File: config.mk
export PLATFORM = sky130hd
export DESIGN_NAME = stream_mem_bridge
export DESIGN_NICKNAME = d
export VERILOG_FILES = /design/src/rtl/stream_mem_bridge_pkg.sv /design/src/rtl/stream_mem_bridge_sticky_flags.sv /design/src/rtl/stream_mem_bridge.sv
export SDC_FILE = /design/constraint.sdc
export NUM_CORES = 1
export LEC_CHECK = 0
export BUFFER_PORTS_ARGS = -buffer_cell sky130_fd_sc_hd__buf_2
export CAP_MARGIN = 30
export CORE_ASPECT_RATIO = 0.9
export CORE_MARGIN = 2
export CORE_UTILIZATION = 51
export DETAILED_ROUTE_END_ITERATION = 6
export GPL_TIMING_DRIVEN = 0
export MAX_ROUTING_LAYER = met4
export PLACE_DENSITY = 0.77
export SETUP_SLACK_MARGIN = 0.02
export SYNTH_ARGS = -nofsm -noshare
export SYNTH_HDL_FRONTEND = slang
export SYNTH_HIERARCHICAL = 1
export SYNTH_SLANG_ARGS = --single-unit
File: constraint.sdc
create_clock -name clk -period 2.6 [get_ports clk]
set_input_delay 0.39 -clock clk [delete_from_list [all_inputs] [get_ports clk]]
set_output_delay 0.39 -clock clk [all_outputs]
set_load 0.01 [all_outputs]
File: src/rtl/stream_mem_bridge_pkg.sv
// Shared definitions for the byte-stream to banked-memory bridge:
// header op codes, FSM state encoding and header bit positions.
package stream_mem_bridge_pkg;

    typedef enum logic [1:0] {
        OpWrite  = 2'b00,
        OpRead   = 2'b01,
        OpStart  = 2'b10,
        OpStatus = 2'b11
    } op_e;

    typedef enum logic [3:0] {
        StIdle       = 4'd0,
        StAddrH      = 4'd1,
        StAddrL      = 4'd2,
        StLenH       = 4'd3,
        StLenL       = 4'd4,
        StWrData     = 4'd5,
        StRdIssue    = 4'd6,
        StRdWait     = 4'd7,
        StRdSend     = 4'd8,
        StStatusSend = 4'd9
    } state_e;

    localparam int unsigned HdrOpMsb   = 7;
    localparam int unsigned HdrOpLsb   = 6;
    localparam int unsigned HdrBankMsb = 2;
    localparam int unsigned HdrBankLsb = 0;
    localparam int unsigned BankW      = HdrBankMsb - HdrBankLsb + 1;

endpackage

File: src/rtl/stream_mem_bridge_sticky_flags.sv
// Per-bank sticky completion flags: set by a done pulse, cleared by a start
// pulse; clear wins when both arrive in the same cycle.
module sticky_flags #(
    parameter int unsigned WIDTH = 3
) (
    input  logic             clk,
    input  logic             reset,
    input  logic [WIDTH-1:0] set,
    input  logic [WIDTH-1:0] clear,
    output logic [WIDTH-1:0] flags
);

    always_ff @(posedge clk or posedge reset) begin
        if (reset) begin
            flags <= '0;
        end else begin
            flags <= (flags | set) & ~clear;
        end
    end

endmodule

File: src/rtl/stream_mem_bridge.sv
// Decodes a byte command stream into banked memory writes/reads, per-bank
// start pulses and a done-status query; responses go out on the source stream.
module stream_mem_bridge
    import stream_mem_bridge_pkg::*;
#(
    parameter int unsigned NUM_BANKS = 3,
    parameter int unsigned ADDR_W    = 16,
    parameter logic [7:0]  FILL_BYTE = 8'h4A
) (
    input  logic                   clk,
    input  logic                   reset,
    input  logic                   sink_valid,
    output logic                   sink_ready,
    input  logic [7:0]             sink_data,
    output logic                   source_valid,
    input  logic                   source_ready,
    output logic [7:0]             source_data,
    output logic [ADDR_W-1:0]      mem_addr,
    output logic [7:0]             mem_wdata,
    output logic [NUM_BANKS-1:0]   mem_we,
    input  logic [8*NUM_BANKS-1:0] mem_rdata,
    output logic [NUM_BANKS-1:0]   start,
    input  logic [NUM_BANKS-1:0]   done,
    output logic                   busy,
    output logic [3:0]             state_out
);

    state_e              state_q, state_d;
    op_e                 op_q, op_d;
    logic [BankW-1:0]    bank_q, bank_d;
    logic [7:0]          hi_q, hi_d;
    logic [ADDR_W-1:0]   addr_q, addr_d;
    logic [15:0]         len_q, len_d;
    logic [ADDR_W-1:0]   mem_addr_d;
    logic [7:0]          mem_wdata_d;
    logic [NUM_BANKS-1:0] mem_we_d;
    logic [NUM_BANKS-1:0] start_d;
    logic                source_valid_d;
    logic [7:0]          source_data_d;
    logic [NUM_BANKS-1:0] done_latch;
    logic                sink_fire;
    op_e                 hdr_op;
    logic [BankW-1:0]    hdr_bank;
    logic [7:0]          rd_byte;

    // Out-of-range banks decode to an all-zero vector, which suppresses
    // writes and start pulses without any extra qualification.
    function automatic logic [NUM_BANKS-1:0] bank_onehot(input logic [BankW-1:0] b);
        logic [NUM_BANKS-1:0] oh;
        oh = '0;
        for (int i = 0; i < NUM_BANKS; i++) begin
            oh[i] = (b == BankW'(i));
        end
        return oh;
    endfunction

    assign sink_ready = state_q inside {StIdle, StAddrH, StAddrL, StLenH, StLenL, StWrData};
    assign sink_fire  = sink_valid && sink_ready;
    assign hdr_op     = op_e'(sink_data[HdrOpMsb:HdrOpLsb]);
    assign hdr_bank   = sink_data[HdrBankMsb:HdrBankLsb];
    assign busy       = (state_q != StIdle);
    assign state_out  = state_q;

    always_comb begin
        rd_byte = FILL_BYTE;
        for (int i = 0; i < NUM_BANKS; i++) begin
            if (bank_q == BankW'(i)) begin
                rd_byte = mem_rdata[8*i +: 8];
            end
        end
    end

    sticky_flags #(
        .WIDTH (NUM_BANKS)
    ) u_done_flags (
        .clk   (clk),
        .reset (reset),
        .set   (done),
        .clear (start),
        .flags (done_latch)
    );

    always_comb begin
        state_d        = state_q;
        op_d           = op_q;
        bank_d         = bank_q;
        hi_d           = hi_q;
        addr_d         = addr_q;
        len_d          = len_q;
        mem_addr_d     = mem_addr;
        mem_wdata_d    = mem_wdata;
        mem_we_d       = '0;
        start_d        = '0;
        source_valid_d = source_valid;
        source_data_d  = source_data;

        unique case (state_q)
            StIdle: begin
                if (sink_fire) begin
                    op_d   = hdr_op;
                    bank_d = hdr_bank;
                    unique case (hdr_op)
                        OpWrite, OpRead: state_d = StAddrH;
                        OpStart:         start_d = bank_onehot(hdr_bank);
                        OpStatus:        state_d = StStatusSend;
                        default:         state_d = StIdle;
                    endcase
                end
            end
            StAddrH: begin
                if (sink_fire) begin
                    hi_d    = sink_data;
                    state_d = StAddrL;
                end
            end
            StAddrL: begin
                if (sink_fire) begin
                    addr_d  = ADDR_W'({hi_q, sink_data});
                    state_d = StLenH;
                end
            end
            StLenH: begin
                if (sink_fire) begin
                    hi_d    = sink_data;
                    state_d = StLenL;
                end
            end
            StLenL: begin
                if (sink_fire) begin
                    len_d   = {hi_q, sink_data};
                    state_d = (op_q == OpWrite) ? StWrData : StRdIssue;
                end
            end
            StWrData: begin
                if (sink_fire) begin
                    mem_we_d    = bank_onehot(bank_q);
                    mem_addr_d  = addr_q;
                    mem_wdata_d = sink_data;
                    addr_d      = addr_q + 1'b1;
                    len_d       = len_q - 1'b1;
                    if (len_q == 16'd0) begin
                        state_d = StIdle;
                    end
                end
            end
            StRdIssue: begin
                mem_addr_d = addr_q;
                state_d    = StRdWait;
            end
            StRdWait: begin
                state_d = StRdSend;
            end
            StRdSend: begin
                // First cycle captures the bank data; afterwards hold until taken.
                if (!source_valid) begin
                    source_valid_d = 1'b1;
                    source_data_d  = rd_byte;
                end else if (source_ready) begin
                    source_valid_d = 1'b0;
                    addr_d         = addr_q + 1'b1;
                    len_d          = len_q - 1'b1;
                    state_d        = (len_q == 16'd0) ? StIdle : StRdIssue;
                end
            end
            StStatusSend: begin
                if (!source_valid) begin
                    source_valid_d = 1'b1;
                    source_data_d  = 8'(done_latch);
                end else if (source_ready) begin
                    source_valid_d = 1'b0;
                    state_d        = StIdle;
                end
            end
            default: begin
                state_d = StIdle;
            end
        endcase
    end

    always_ff @(posedge clk or posedge reset) begin
        if (reset) begin
            state_q      <= StIdle;
            op_q         <= OpWrite;
            bank_q       <= '0;
            hi_q         <= '0;
            addr_q       <= '0;
            len_q        <= '0;
            mem_addr     <= '0;
            mem_wdata    <= '0;
            mem_we       <= '0;
            start        <= '0;
            source_valid <= 1'b0;
            source_data  <= '0;
        end else begin
            state_q      <= state_d;
            op_q         <= op_d;
            bank_q       <= bank_d;
            hi_q         <= hi_d;
            addr_q       <= addr_d;
            len_q        <= len_d;
            mem_addr     <= mem_addr_d;
            mem_wdata    <= mem_wdata_d;
            mem_we       <= mem_we_d;
            start        <= start_d;
            source_valid <= source_valid_d;
            source_data  <= source_data_d;
        end
    end

endmodule

==> results.cfg, run 1 <==
[status]
status = completed

[sta]
drv_slew = 0
rsz0062_at_grt = false
tns_ns = 0
slew-limit-headroom = 0.447
timing_hold_violations_final = 0
max_clock_freq_ghz = 0.448
fin_hold_ws_ns = 0.248
skew_ns = 0.00779
finalSetupViolations = 0
finalCritPeriodShare = 0.858
fin_ws_ns = 0.370
fin_crit_ns = 2.23
tightest_slew_ns = 0.828

[floorplanning]
die_h_um = 94.7
io_pins = 84
die_area_sq_mm = 0.00993
rows = 33
core_sq_mm = 0.00900
die_w_um = 105
start_util = 0.518

[synth]
synth_edf_count = 0
synthArstFlopShare = 1.00
synth_ff_type = dfrtp_1
ys_seq_elements = 91
syn_avg_cell_area_sq_um = 10.4
synth.top_cell.area_share = 0.488
syn_nets = 490
ys_types = 57
postSynthCellCount = 448
synth.area.top_cells = dfrtp_1, mux2_2, a21oi_1, o22a_1, nand2_1
seq_area_frac_synth = 0.488
synth_top_cell_by_area = dfrtp_1
yosys_warnings = 6
syn_area_sq_mm = 0.00466

[clock_tree]
clk_path_buf_depth = 2
cts_sinks = 91
clk_pin_slew_ns = 0.08
cts_buffers = 9
post_cts_resized = 0
cts-root-buf = clkbuf_8
ctsHoldBuffers = 1
cts_tree = yes
post_cts_buffers = 0
insertion_delay_ns = 0.37
htree_levels = 3

[setup_path]
startpoint = len_q[0]
endpoint_kind = flip-flop
crit_arrival_ns = 2.48
cp_data_required_time_ns = 2.85
cp_max_fo = 6
r2r_slack_ns = 0.37
cp-start-kind = flip-flop
r2r_start = len_q[0]
worstSetupPathType = flip-flop to flip-flop

[global_route]
globalRouteTotalUtil = 0.250
grt_max_degree = 41
gr-total-overflow = 0
grt_pass1_wl_um = 18900
antenna_found_initial = 0
grt_pass1_vias = 3811

[placement]
port_buffers = 83
pre_cts_ws_ns = 0.453
dp_hpwl_um = 8690
gp_congestion = 0.941
dp.cells = 655
post_dp_cell_area_sq_mm = 0.00528

[run]
drv_cap = 0

[drt]
vias = 4096
firstDrtPassIters = 5
postRouteAntennaNets = 0
post_drt_via_cell_ratio = 6.10
drt-total-wl_um = 11600
drt_iter0_markers = 331
wl_per_cell_um = 17.4
drc = 0

[cells_and_area]
final_cells = 671
stdcell_area_sq_mm = 0.00546
utilization = 0.607
final_common_cell = buf_2
syn_to_final_growth_pct = 17.2
layout.nets = 587
final_cell_mix = buf_2, dfrtp_1, mux2_2
drive_gt1_frac = 0.315
diodes = 0

[power]
leakage_nw = 2.40
peakVddDrop_mv = 0.464
power_density_mw_per_mm2 = 1210
power_mw = 6.61

[worst_hold_path]
hp-class = primary input to flip-flop
min_from = done[0]
==> worst paths after layout <==
check	endpoint	depth (start not counted)
min	u_done_flags/flags[0]	2
max	len_q[14]	6
min reg2reg	source_data[6]	2
max in group asynchronous	addr_q[13]	4
min in group asynchronous	u_done_flags/flags[1]	3
max reg2reg	len_q[14]	6
==> where the power goes <==
part	switching, mW	internal (mW)
clock	0.478	0.418
combinational	1.70	1.43
sequential	0.536	2.05
==> critical path, cell delays in order, from the launching register on <==
cell,delay [ns]
dfrtp_1,0.42
inv_1,0.10
ha_1,0.18
nor3b_1,0.69
nand3_1,0.31
o32ai_1,0.30
a21oi_1,0.11
==> Yosys cell counts, drive strengths merged (4+ instances only) <==
cell type / number
a21o: 4
a21oi: 38
a22o: 4
a31oi: 12
and3: 5
buf: 21
clkbuf: 5
dfrtp: 91
inv: 12
mux2: 41
nand2: 35
nand2b: 6
nand3: 14
nor2: 30
nor2b: 4
nor3: 10
nor4: 6
o21a: 4
o21ai: 30
o22a: 16
o22ai: 9
==> state kept, by name, summed over array words and instances (netlist names) <==
register and flops:
addr_q 16, len_q 16, mem_addr 16, hi_q 8
mem_wdata 8, source_data 8, state_out 4, bank_q 3
mem_we 3, start 3, u_done_flags/flags 3, op_q 2
source_valid 1
==> layout make-up <==
class / count / area, sq um
Fill cell: 785 / 3540
Sequential cell: 91 / 2280
Multi-Input combinational cell: 319 / 2180
Timing Repair Buffer: 86 / 465
Clock buffer: 13 / 169
Buffer: 26 / 165
Tap cell: 122 / 153
Inverter: 12 / 48.8
Clock inverter: 2 / 10.0
==> metal layers <==
metal | track usage | vias up | wire length (um)
li1 | - | 1870 | -
met1 | 0.323 | 2014 | 5000
met2 | 0.385 | 181 | 5480
met3 | 0.0524 | 31 | 817
met4 | 0.104 | 0 | 346
met5 | - | - | 0
==> cells by family after synthesis <==
kind of cell / after synthesis / share of synthesized area
mux: 44 / 0.105
flops: 91 / 0.488
buf+inv: 38 / 0.0451
compound gates: 144 / 0.210
simple gates: 128 / 0.143
fa+ha+maj: 3 / 0.00805
Power figures use the tool's default switching activity.
==> run 2: changes to the inputs <==
--- a/config.mk
+++ b/config.mk
@@ -9,11 +9,11 @@
 export CAP_MARGIN = 30
 export CORE_ASPECT_RATIO = 0.9
 export CORE_MARGIN = 2
-export CORE_UTILIZATION = 51
+export CORE_UTILIZATION = 56
 export DETAILED_ROUTE_END_ITERATION = 6
 export GPL_TIMING_DRIVEN = 0
 export MAX_ROUTING_LAYER = met4
-export PLACE_DENSITY = 0.77
+export PLACE_DENSITY = 0.8
 export SETUP_SLACK_MARGIN = 0.02
 export SYNTH_ARGS = -nofsm -noshare
 export SYNTH_HDL_FRONTEND = slang
==> constraint.sdc (replaced) <==
create_clock -name clk -period 2.55 [get_ports clk]
set_input_delay 0.3825 -clock clk [delete_from_list [all_inputs] [get_ports clk]]
set_output_delay 0.3825 -clock clk [all_outputs]
set_load 0.01 [all_outputs]
==> results.cfg, run 2 (synthesized netlist as in run 1, its figures left out) <==
[global_route]
globalRouteTotalUtil = 0.287
grt_max_degree = 43
grt_pass1_vias = 3927
antenna_found_initial = 0
gr-total-overflow = 0
grt_pass1_wl_um = 19900

[clock_tree]
clk_pin_slew_ns = 0.08
insertion_delay_ns = 0.35
cts_buffers = 9
cts_sinks = 91
htree_levels = 3
cts-root-buf = clkbuf_8
cts_tree = yes
post_cts_resized = 0
clk_path_buf_depth = 2

[drt]
drt-total-wl_um = 12100
postRouteAntennaNets = 0
drc = 0
firstDrtPassIters = 5
drt_iter0_markers = 276
wl_per_cell_um = 18.6
vias = 4068
post_drt_via_cell_ratio = 6.28

[worst_hold_path]
min_from = done[0]
whs_path_depth = 2
hp-class = primary input to flip-flop
min_to = u_done_flags/flags[0]

[floorplanning]
die_w_um = 100
die_area_sq_mm = 0.00907
io_pins = 84
core_sq_mm = 0.00807
rows = 31
die_h_um = 90.6
start_util = 0.578

[sta]
timing_hold_violations_final = 0
tns_ns = 0
drv_slew = 0
finalCritPeriodShare = 0.864
max_clock_freq_ghz = 0.454
tightest_slew_ns = 0.811
fin_ws_ns = 0.347
fin_crit_ns = 2.20
skew_ns = 0.00677
rsz0062_at_grt = false
slew-limit-headroom = 0.454
finalSetupViolations = 0

[cells_and_area]
diodes = 0
multiInputGateArea_sq_mm = 0.00218
final_cell_mix = buf_2, dfrtp_1, mux2_2
layout.nets = 587
drive_gt1_frac = 0.315
final_common_cell = buf_2
final-seq-area_sq_mm = 0.00228
stdcell_area_sq_mm = 0.00545
utilization = 0.675
syn_to_final_growth_pct = 16.9
top_regs = addr_q (16), len_q (16), mem_addr (16)
fillers = 658

[setup_path]
endpoint_kind = flip-flop
crit_arrival_ns = 2.44
cp_max_fo = 5
cp-start-kind = flip-flop
cp_data_required_time_ns = 2.79
worstSetupPathType = flip-flop to flip-flop
r2r_slack_ns = 0.35
reg2regPathDepth = 5
cp_slowest_cell = nor4_1
cp_slowest_stage_delay_ns = 0.73
r2r-end = len_q[13]
r2r_start = len_q[6]
path_cells = nor4_1 -> nand2_1 -> nor3_1 -> a31oi_1 -> a2bb2oi_1

[run]
drv_cap = 0

[placement]
pre_cts_ws_ns = 0.471
port_buffers = 83
post_dp_cell_area_sq_mm = 0.00525
dp_hpwl_um = 8910
gp_congestion = 0.921

[status]
status = completed

[power]
peakVddDrop_mv = 0.565
leakage_nw = 2.40
power_density_mw_per_mm2 = 1250
## run 2: cell types whose count changed in the layout (fill, tap and decap cells not counted)
| cell | change |
|---|---|
| clkinv_2 | -1 |
| clkinv_4 | +1 |
| bufinv_16 | +1 |
| clkinvlp_4 | +1 |
| clkbuf_8 | -2 |
## run 2: worst max path at each step
stage	start	end	slack [ns]
after floorplan	state_out[3]	len_q[0]	0.74
after global placement	len_q[6]	len_q[13]	0.49
after detailed placement	len_q[6]	len_q[13]	0.47
after CTS	len_q[6]	len_q[13]	0.43
after global routing	len_q[0]	len_q[12]	0.15
final	len_q[6]	len_q[13]	0.35
## run 2: layout make-up
| class | instances | area share |
|---|---|---|
| plain buffers | 26 | 0.0303 |
| well taps | 99 | 0.0227 |
| clock inverters | 4 | 0.00941 |
| multi-input cells | 319 | 0.399 |
| clock buffers | 11 | 0.0259 |
| flip-flops and latches | 91 | 0.418 |
| repair buffers | 86 | 0.0854 |
| inverters | 12 | 0.00896 |
## run 2: what timing repair did
item                                    CTS  global route
endpoints found under the setup margin    0             0
hold buffers                              1             0
buffers inserted                          0             0
endpoints found under the hold margin     7             0
## run 2: power by group
| part | total [mW] | switching, mW | internal, mW |
|---|---|---|---|
| sequential | 2.65 | 0.557 | 2.09 |
| clock | 0.957 | 0.482 | 0.475 |
| combinational | 3.20 | 1.74 | 1.46 |
## run 2: per-stage QoR
stage	instances	hold WS, ns	power (mW)
floorplan	448	0.136	4.81
global placement	630	0.277	5.68
detailed placement	632	0.288	5.82
finish	648	0.256	6.81
CTS	648	0.251	6.79
global route	648	0.245	7.28
## run 2: routing by layer
| layer | GRT usage | vias to the layer above | part of all wire |
|---|---|---|---|
| met5 | - | - | 0 |
| met4 | 0.0799 | 0 | 0.020 |
| met3 | 0.0588 | 24 | 0.065 |
| met2 | 0.436 | 171 | 0.48 |
| met1 | 0.394 | 2016 | 0.44 |
| li1 | - | 1857 | - |
## run 2: critical path, delay by kind of cell, from the launching register on
kind | cells | cell delay [ns]
compound gates | 2 | 0.26
flops | 1 | 0.42
simple gates | 3 | 1.41
